<file path="config.mk">
export PLATFORM = sky130hd
export DESIGN_NAME = sha_pad_stream
export DESIGN_NICKNAME = d
export VERILOG_FILES = /design/src/rtl/sha_pad_stream.sv
export SDC_FILE = /design/constraint.sdc
export NUM_CORES = 1
export LEC_CHECK = 0
export BUFFER_PORTS_ARGS = -buffer_cell sky130_fd_sc_hd__buf_2
export CORE_MARGIN = 5
export CORE_UTILIZATION = 45
export DETAILED_ROUTE_END_ITERATION = 8
export PLACE_DENSITY = 0.71
export REMOVE_ABC_BUFFERS = 1
export SLEW_MARGIN = 5
export SYNTH_ARGS = -nofsm -noshare
export SYNTH_HDL_FRONTEND = slang
export SYNTH_SLANG_ARGS = --single-unit
</file>
<file path="constraint.sdc">
create_clock -name clk -period 2.3 [get_ports clk]
set_clock_uncertainty 0.15 [all_clocks]
set_input_delay 0.115 -clock clk [delete_from_list [all_inputs] [get_ports clk]]
set_output_delay 0.115 -clock clk [all_outputs]
set_load 0.05 [all_outputs]
</file>
<file path="src/rtl/sha_pad_stream.sv">
// ---------------------------------------------------------------------------
// sha_pad_stream
//
// Streaming SHA-256 message padder. 32-bit big-endian message words are
// packed into a 512-bit block buffer. When the message ends, the 0x80 marker
// is appended, the remaining bytes are zeroed, and the 64-bit bit-length is
// placed in [63:0]. If the length does not fit behind the data, a separate
// length-only block is emitted.
//
// Parameters
//   LEN_W      message bit-length counter width (16..64). The counter is
//              zero-extended into the 64-bit length field and wraps silently.
//
// Ports
//   clk        clock, all state updates on the rising edge
//   rst_n      asynchronous active-low reset
//   in_valid   input word valid
//   in_ready   block accepts an input word (high only while filling)
//   in_data    message word, first byte in [31:24]
//   in_last    word is the final word of the message
//   in_bytes   valid bytes (1..4, MSB-aligned) in the final word
//   out_valid  out_block valid
//   out_ready  consumer accepts the block
//   out_block  padded block, word 0 in [511:480], length field in [63:0]
//   out_last   block is the final block of the message
//   busy       high from the first accepted word until the final block
//              handshake
//
// Build option
//   SHA_PAD_BYTE_EN  when defined, in_bytes is honoured on the final word.
//                    When undefined, every final word counts as 4 bytes and
//                    in_bytes is ignored.
// ---------------------------------------------------------------------------
module sha_pad_stream #(
    parameter int LEN_W = 64
) (
    input  logic         clk,
    input  logic         rst_n,
    input  logic         in_valid,
    output logic         in_ready,
    input  logic [31:0]  in_data,
    input  logic         in_last,
    input  logic [2:0]   in_bytes,
    output logic         out_valid,
    input  logic         out_ready,
    output logic [511:0] out_block,
    output logic         out_last,
    output logic         busy
);

    typedef enum logic [1:0] {
        FILL   = 2'd0,
        PAD    = 2'd1,
        EMIT   = 2'd2,
        LENBLK = 2'd3
    } state_t;

    // Zero-extend the bit counter into the 64-bit SHA-256 length field.
    function automatic logic [63:0] len_field(input logic [LEN_W-1:0] cnt);
        logic [63:0] f;
        f            = 64'd0;
        f[LEN_W-1:0] = cnt;
        return f;
    endfunction

    // Registered state
    state_t             state_r;
    logic [3:0]         idx_r;
    logic [LEN_W-1:0]   cnt_r;
    logic [511:0]       buf_r;
    logic [6:0]         pos_r;       // message bytes in the final data block (1..64)
    logic               len_pend_r;  // length still owed in a LENBLK block
    logic               defer_r;     // 0x80 marker owed at LENBLK byte 0
    logic               out_valid_r;
    logic               out_last_r;
    logic               busy_r;
    logic               in_ready_r;

    // Next-state values
    state_t             state_s;
    logic [3:0]         idx_s;
    logic [LEN_W-1:0]   cnt_s;
    logic [511:0]       buf_s;
    logic [6:0]         pos_s;
    logic               len_pend_s;
    logic               defer_s;
    logic               last_s;
    logic               busy_s;

    logic               xfer_s;
    logic [2:0]         nb_s;
    logic [LEN_W-1:0]   inc_s;

`ifndef SHA_PAD_BYTE_EN
    logic               unused_bytes_s;
    assign unused_bytes_s = ^in_bytes;
`endif

    assign in_ready  = in_ready_r;
    assign out_valid = out_valid_r;
    assign out_block = buf_r;
    assign out_last  = out_last_r;
    assign busy      = busy_r;

    // Byte count of the word being accepted and the matching bit increment.
    always_comb begin
        xfer_s = in_valid & in_ready_r;
`ifdef SHA_PAD_BYTE_EN
        if (in_last && (in_bytes >= 3'd1) && (in_bytes <= 3'd4)) begin
            nb_s = in_bytes;
        end else begin
            // Non-final words are always full; an illegal count is treated as full.
            nb_s = 3'd4;
        end
`else
        nb_s = 3'd4;
`endif
        inc_s = {{(LEN_W-6){1'b0}}, nb_s, 3'b000};
    end

    // Next-state and datapath update logic for the padding FSM.
    always_comb begin
        state_s    = state_r;
        idx_s      = idx_r;
        cnt_s      = cnt_r;
        buf_s      = buf_r;
        pos_s      = pos_r;
        len_pend_s = len_pend_r;
        defer_s    = defer_r;
        last_s     = out_last_r;
        busy_s     = busy_r;

        case (state_r)
            FILL: begin
                if (xfer_s) begin
                    buf_s[9'd511 - {idx_r, 5'd0} -: 32] = in_data;
                    idx_s  = idx_r + 4'd1;
                    cnt_s  = cnt_r + inc_s;
                    busy_s = 1'b1;
                    if (in_last) begin
                        pos_s   = {1'b0, idx_r, 2'b00} + {4'd0, nb_s};
                        state_s = PAD;
                    end else if (idx_r == 4'd15) begin
                        state_s = EMIT;
                    end else begin
                        state_s = FILL;
                    end
                end else begin
                    state_s = FILL;
                end
            end

            PAD: begin
                // Marker at byte pos_r, zeros after it. pos_r = 64 leaves the
                // block untouched and defers the marker to the length block.
                for (int p = 0; p < 64; p++) begin
                    if (7'(p) == pos_r) begin
                        buf_s[511-8*p -: 8] = 8'h80;
                    end else if (7'(p) > pos_r) begin
                        buf_s[511-8*p -: 8] = 8'h00;
                    end else begin
                        buf_s[511-8*p -: 8] = buf_r[511-8*p -: 8];
                    end
                end
                if (pos_r <= 7'd55) begin
                    buf_s[63:0] = len_field(cnt_r);
                    last_s      = 1'b1;
                    len_pend_s  = 1'b0;
                    defer_s     = 1'b0;
                end else begin
                    last_s      = 1'b0;
                    len_pend_s  = 1'b1;
                    defer_s     = (pos_r == 7'd64);
                end
                state_s = EMIT;
            end

            EMIT: begin
                if (out_ready) begin
                    if (len_pend_r) begin
                        state_s = LENBLK;
                    end else begin
                        state_s = FILL;
                        buf_s   = 512'd0;
                        idx_s   = 4'd0;
                        last_s  = 1'b0;
                        if (out_last_r) begin
                            cnt_s  = {LEN_W{1'b0}};
                            busy_s = 1'b0;
                        end else begin
                            cnt_s  = cnt_r;
                        end
                    end
                end else begin
                    state_s = EMIT;
                end
            end

            LENBLK: begin
                buf_s = 512'd0;
                if (defer_r) begin
                    buf_s[511:504] = 8'h80;
                end else begin
                    buf_s[511:504] = 8'h00;
                end
                buf_s[63:0] = len_field(cnt_r);
                last_s      = 1'b1;
                len_pend_s  = 1'b0;
                defer_s     = 1'b0;
                state_s     = EMIT;
            end

            default: begin
                state_s    = FILL;
                idx_s      = 4'd0;
                cnt_s      = {LEN_W{1'b0}};
                buf_s      = 512'd0;
                pos_s      = 7'd0;
                len_pend_s = 1'b0;
                defer_s    = 1'b0;
                last_s     = 1'b0;
                busy_s     = 1'b0;
            end
        endcase
    end

    // State, buffer and registered output flags.
    always_ff @(posedge clk or negedge rst_n) begin
        if (!rst_n) begin
            state_r     <= FILL;
            idx_r       <= 4'd0;
            cnt_r       <= {LEN_W{1'b0}};
            buf_r       <= 512'd0;
            pos_r       <= 7'd0;
            len_pend_r  <= 1'b0;
            defer_r     <= 1'b0;
            out_valid_r <= 1'b0;
            out_last_r  <= 1'b0;
            busy_r      <= 1'b0;
            in_ready_r  <= 1'b0;
        end else begin
            state_r     <= state_s;
            idx_r       <= idx_s;
            cnt_r       <= cnt_s;
            buf_r       <= buf_s;
            pos_r       <= pos_s;
            len_pend_r  <= len_pend_s;
            defer_r     <= defer_s;
            out_valid_r <= (state_s == EMIT);
            out_last_r  <= last_s;
            busy_r      <= busy_s;
            in_ready_r  <= (state_s == FILL);
        end
    end

endmodule
</file>
==> qor.txt <==
STA
--------------------------------------------------------------------------------------
Fin crit share                                                                   98.6%
Post-route setup slack                                                       0.0331 ns
Hold Worst Slack                                                             0.0794 ns
Highest clock frequency the design can meet                                    441 MHz
Worst Max-Slew Pin Slew                                                       0.788 ns
Min Clock Period, post-route                                                   2.27 ns
Number of hold violations in the final report                                        0
Final slew viol count                                                                0
Final setup violating endpoints                                                      0
Setup tns final                                                                   0 ns
Worst-case headroom to the max-slew limit                                        47.5%
Unrepaired setup endpoints after global routing                                     no

YOSYS
--------------------------------------------------------------------------------------
Top post-synthesis cells by area                                          sky130_fd_sc_hd__dfrtp_1, sky130_fd_sc_hd__a32o_1, sky130_fd_sc_hd__nand2_1, sky130_fd_sc_hd__nand3_1, sky130_fd_sc_hd__a21oi_1
Number of instances in the synthesized netlist                                    2206
Simple-gate portion of the synthesized area                                      12.6%
Dominant combinational cell family by area after synthesis                compound AO/OA/AOI/OAI gates
Async set or reset register ratio after synthesis                                 100%
Multiplexer share of the synthesized area                                        1.24%
Average instance area after synthesis                                         11.1 um2
Cell Area, Synth                                                            0.0244 mm2
Yosys warning total                                                                  0
Count of state elements after synthesis                                            588
Sequential element share of the synthesized area                                 60.3%
Fraction of synthesized cell area in xor and xnor cells                         0.108%
Synthesized-area fraction occupied by adder cells                               0.359%
Post-synth EDFFs                                                                     0
Portion of synthesized cell area occupied by the leading cell type               60.3%
Share of the synthesized area in compound gates (AO/OA/AOI/OAI)                  21.0%
Leading register cell type out of synthesis                               sky130_fd_sc_hd__dfrtp_1
Synth area leader                                                         sky130_fd_sc_hd__dfrtp_1
Count of distinct cell types in the synthesized netlist                             70

HOLD PATH
--------------------------------------------------------------------------------------
Kind of path behind the tightest hold check                                   in2async

CLOCK NETWORK
--------------------------------------------------------------------------------------
CTS sink count                                                                     588
TritonCTS clock tree                                                               yes
Maximum level of the CTS H-tree                                                      2
Largest buffer count on any clock path                                               3
Clock tree root driver cell                                               sky130_fd_sc_hd__clkbuf_16
Clock slew at the register clock pins of the worst setup and hold paths        0.06 ns
Number of buffers created by CTS                                                    61
Insertion delay to the later sink of the worst-skew pair                       0.63 ns

SETUP PATH
--------------------------------------------------------------------------------------
Cell class contributing the biggest share of worst-path delay             simple AND/OR/NAND/NOR gates
CP max stage delay                                                             0.51 ns
Worst endpoint data arrival time                                               2.61 ns
Critical Setup Path Class                                                      reg2reg
Count of buffering cells on the critical path with inverters included                1
Startpoint Class                                                                  flop
Req. time, crit path                                                           2.64 ns
Sequence of cells on the critical path                                    or3b_1, a21oi_1, o21ai_1, or2_1, buf_12, a32o_1
Slowest stage cell on the critical path                                   sky130_fd_sc_hd__or3b_1
Critical Path Sink Type                                                           flop
Maximum fanout along the worst path                                                 31

DIE
--------------------------------------------------------------------------------------
Number of rows created at floorplan                                                 85
Floorplan Core Area                                                         0.0537 mm2
Full die area                                                               0.0589 mm2
Die H                                                                           243 um
Chip Width                                                                      243 um
Starting utilization of the core area                                            45.4%
Boundary Pins                                                                      556

PWR
--------------------------------------------------------------------------------------
Leakage                                                                        15.3 nW
Worst IR Drop VDD                                                               675 uV
Total power                                                                    34.6 mW
Power density of the placed cells                                          1100 mW/mm2

JOB
--------------------------------------------------------------------------------------
Max-capacitance violation count                                                      0

LAYOUT
--------------------------------------------------------------------------------------
Layout area overhead                                                             29.1%
Most common cell after layout, fill and taps aside                        sky130_fd_sc_hd__dfrtp_1
Most frequent cells in the layout                                         sky130_fd_sc_hd__dfrtp_1, sky130_fd_sc_hd__buf_2, sky130_fd_sc_hd__nand2_1
Fraction of final layout cells sized beyond drive strength 1                     30.5%
Net total in the final layout                                                     2833
Share of the core filled with cells in the final layout                          58.6%

GLOBAL ROUTING
--------------------------------------------------------------------------------------
Initial antenna violation count                                                      3
GRT Overall Usage                                                                31.1%
Global-route wire length before repair                                       142000 um
Vias in the first global route                                                   21800
Grt ovf                                                                              0
Largest net degree at the start of global routing                                  104

ROUTING
--------------------------------------------------------------------------------------
Total wire length after detailed routing                                      95000 um
Iteration-0 DRC Markers                                                           2397
Antenna Nets Post-Route                                                              0
Remaining design rule violation count                                                0
1st-pass router iterations                                                           6
Number of vias in the routed layout                                              22200
Vias per inst                                                                     6.27
Post-DR wirelength/cell                                                        26.9 um

PLACEMENT
--------------------------------------------------------------------------------------
Place WS                                                                     -0.160 ns
Buffers added on ports                                                             552
Final weighted congestion in routability-driven placement                        0.963
Half-perimeter wire length after placement                                    64100 um

STATUS
--------------------------------------------------------------------------------------
Run status                                                                finished clean

==> where the power goes <==
group          internal (mW)  switching (mW)
logic                   3.02            9.18
clock network           6.29            4.13
registers               11.3           0.663
==> flip-flops by register name (all words and copies together), names as in the netlist <==
name        cells
len_pend_r      1
busy            1
pos_r           5
defer_r         1
cnt_r          59
out_block     512
idx_r           4
out_valid       1
state_r         2
out_last        1
in_ready        1
==> repair_timing <==
item	4_1_cts	5_1_grt
buffers inserted	2	0
resized for setup	0	20
endpoints found under the hold margin	878	0
endpoints found under the setup margin	27	203
hold buffers	37	0
pin swaps	1	2
==> final cells by class <==
type	instances	area, um2
fillers	4458	22200
flip-flops and latches	588	14700
multi-input cells	1380	8780
repair buffers	741	4920
clock buffers	93	1850
well taps	696	871
clock inverters	18	278
inverters	14	52.6
diodes	1	2.50
==> through the flow <==
step | instances | instance area [um2]
2_1_floorplan | 1982 | 23400
3_3_place_gp | 3380 | 28900
3_5_place_dp | 3380 | 28900
4_1_cts | 3530 | 31400
5_1_grt | 3530 | 31500
6_report | 3531 | 31500
==> metal layers <==
metal	GRT usage, %	vias up	wire length, um
met5	0	-	13
met4	13.6	2	5270
met3	8.12	280	9620
met2	49.5	1342	44000
met1	40.6	11200	36100
li1	-	9353	-
==> cells in the mapped netlist (all sizes together), types with 22 or more instances <==
master   instances
dfrtp          588
nand2          296
a32o           225
nand3          160
clkbuf         151
a21oi          140
o21ai          140
nor2            84
buf             73
a32oi           57
o2bb2ai         31
nand2b          28
nand4           23
nor3            22
==> final timing paths <==
kind,startpoint,to,slack [ns],cells after the start
min,rst_n,out_block[78]$_DFFE_PN0P_,0.08,3
max in group asynchronous,rst_n,out_block[126]$_DFFE_PN0P_,1.45,4
max,pos_r[6]$_DFFE_PN0P_,out_block[186]$_DFFE_PN0P_,0.03,6
max reg2reg,pos_r[6]$_DFFE_PN0P_,out_block[186]$_DFFE_PN0P_,0.03,6
min in group clk,in_last,state_r[0]$_DFF_PN0_,0.28,3
min reg2reg,out_block[6]$_DFFE_PN0P_,out_block[6]$_DFFE_PN0P_,0.33,2
==> worst register-to-register path: cells and delay by family (launching register included) <==
kind / cells / cell delay, ns
compound gates: 3 / 0.56
buf+inv: 1 / 0.20
flops: 1 / 0.41
simple gates: 2 / 0.83
==> cells by family (layout without fill, tap and decap cells) <==
logic type               count (synthesis)  in the layout
buffers and inverters                  238            866
flip-flops                             588            588
other                                    0              1
AND/OR/NAND/NOR                        663            663
adder cells (fa/ha/maj)                  7              7
AO/OA/AOI/OAI                          678            678
XOR/XNOR                                 3              3
multiplexers                            29             29
Power figures use the tool's default switching activity.
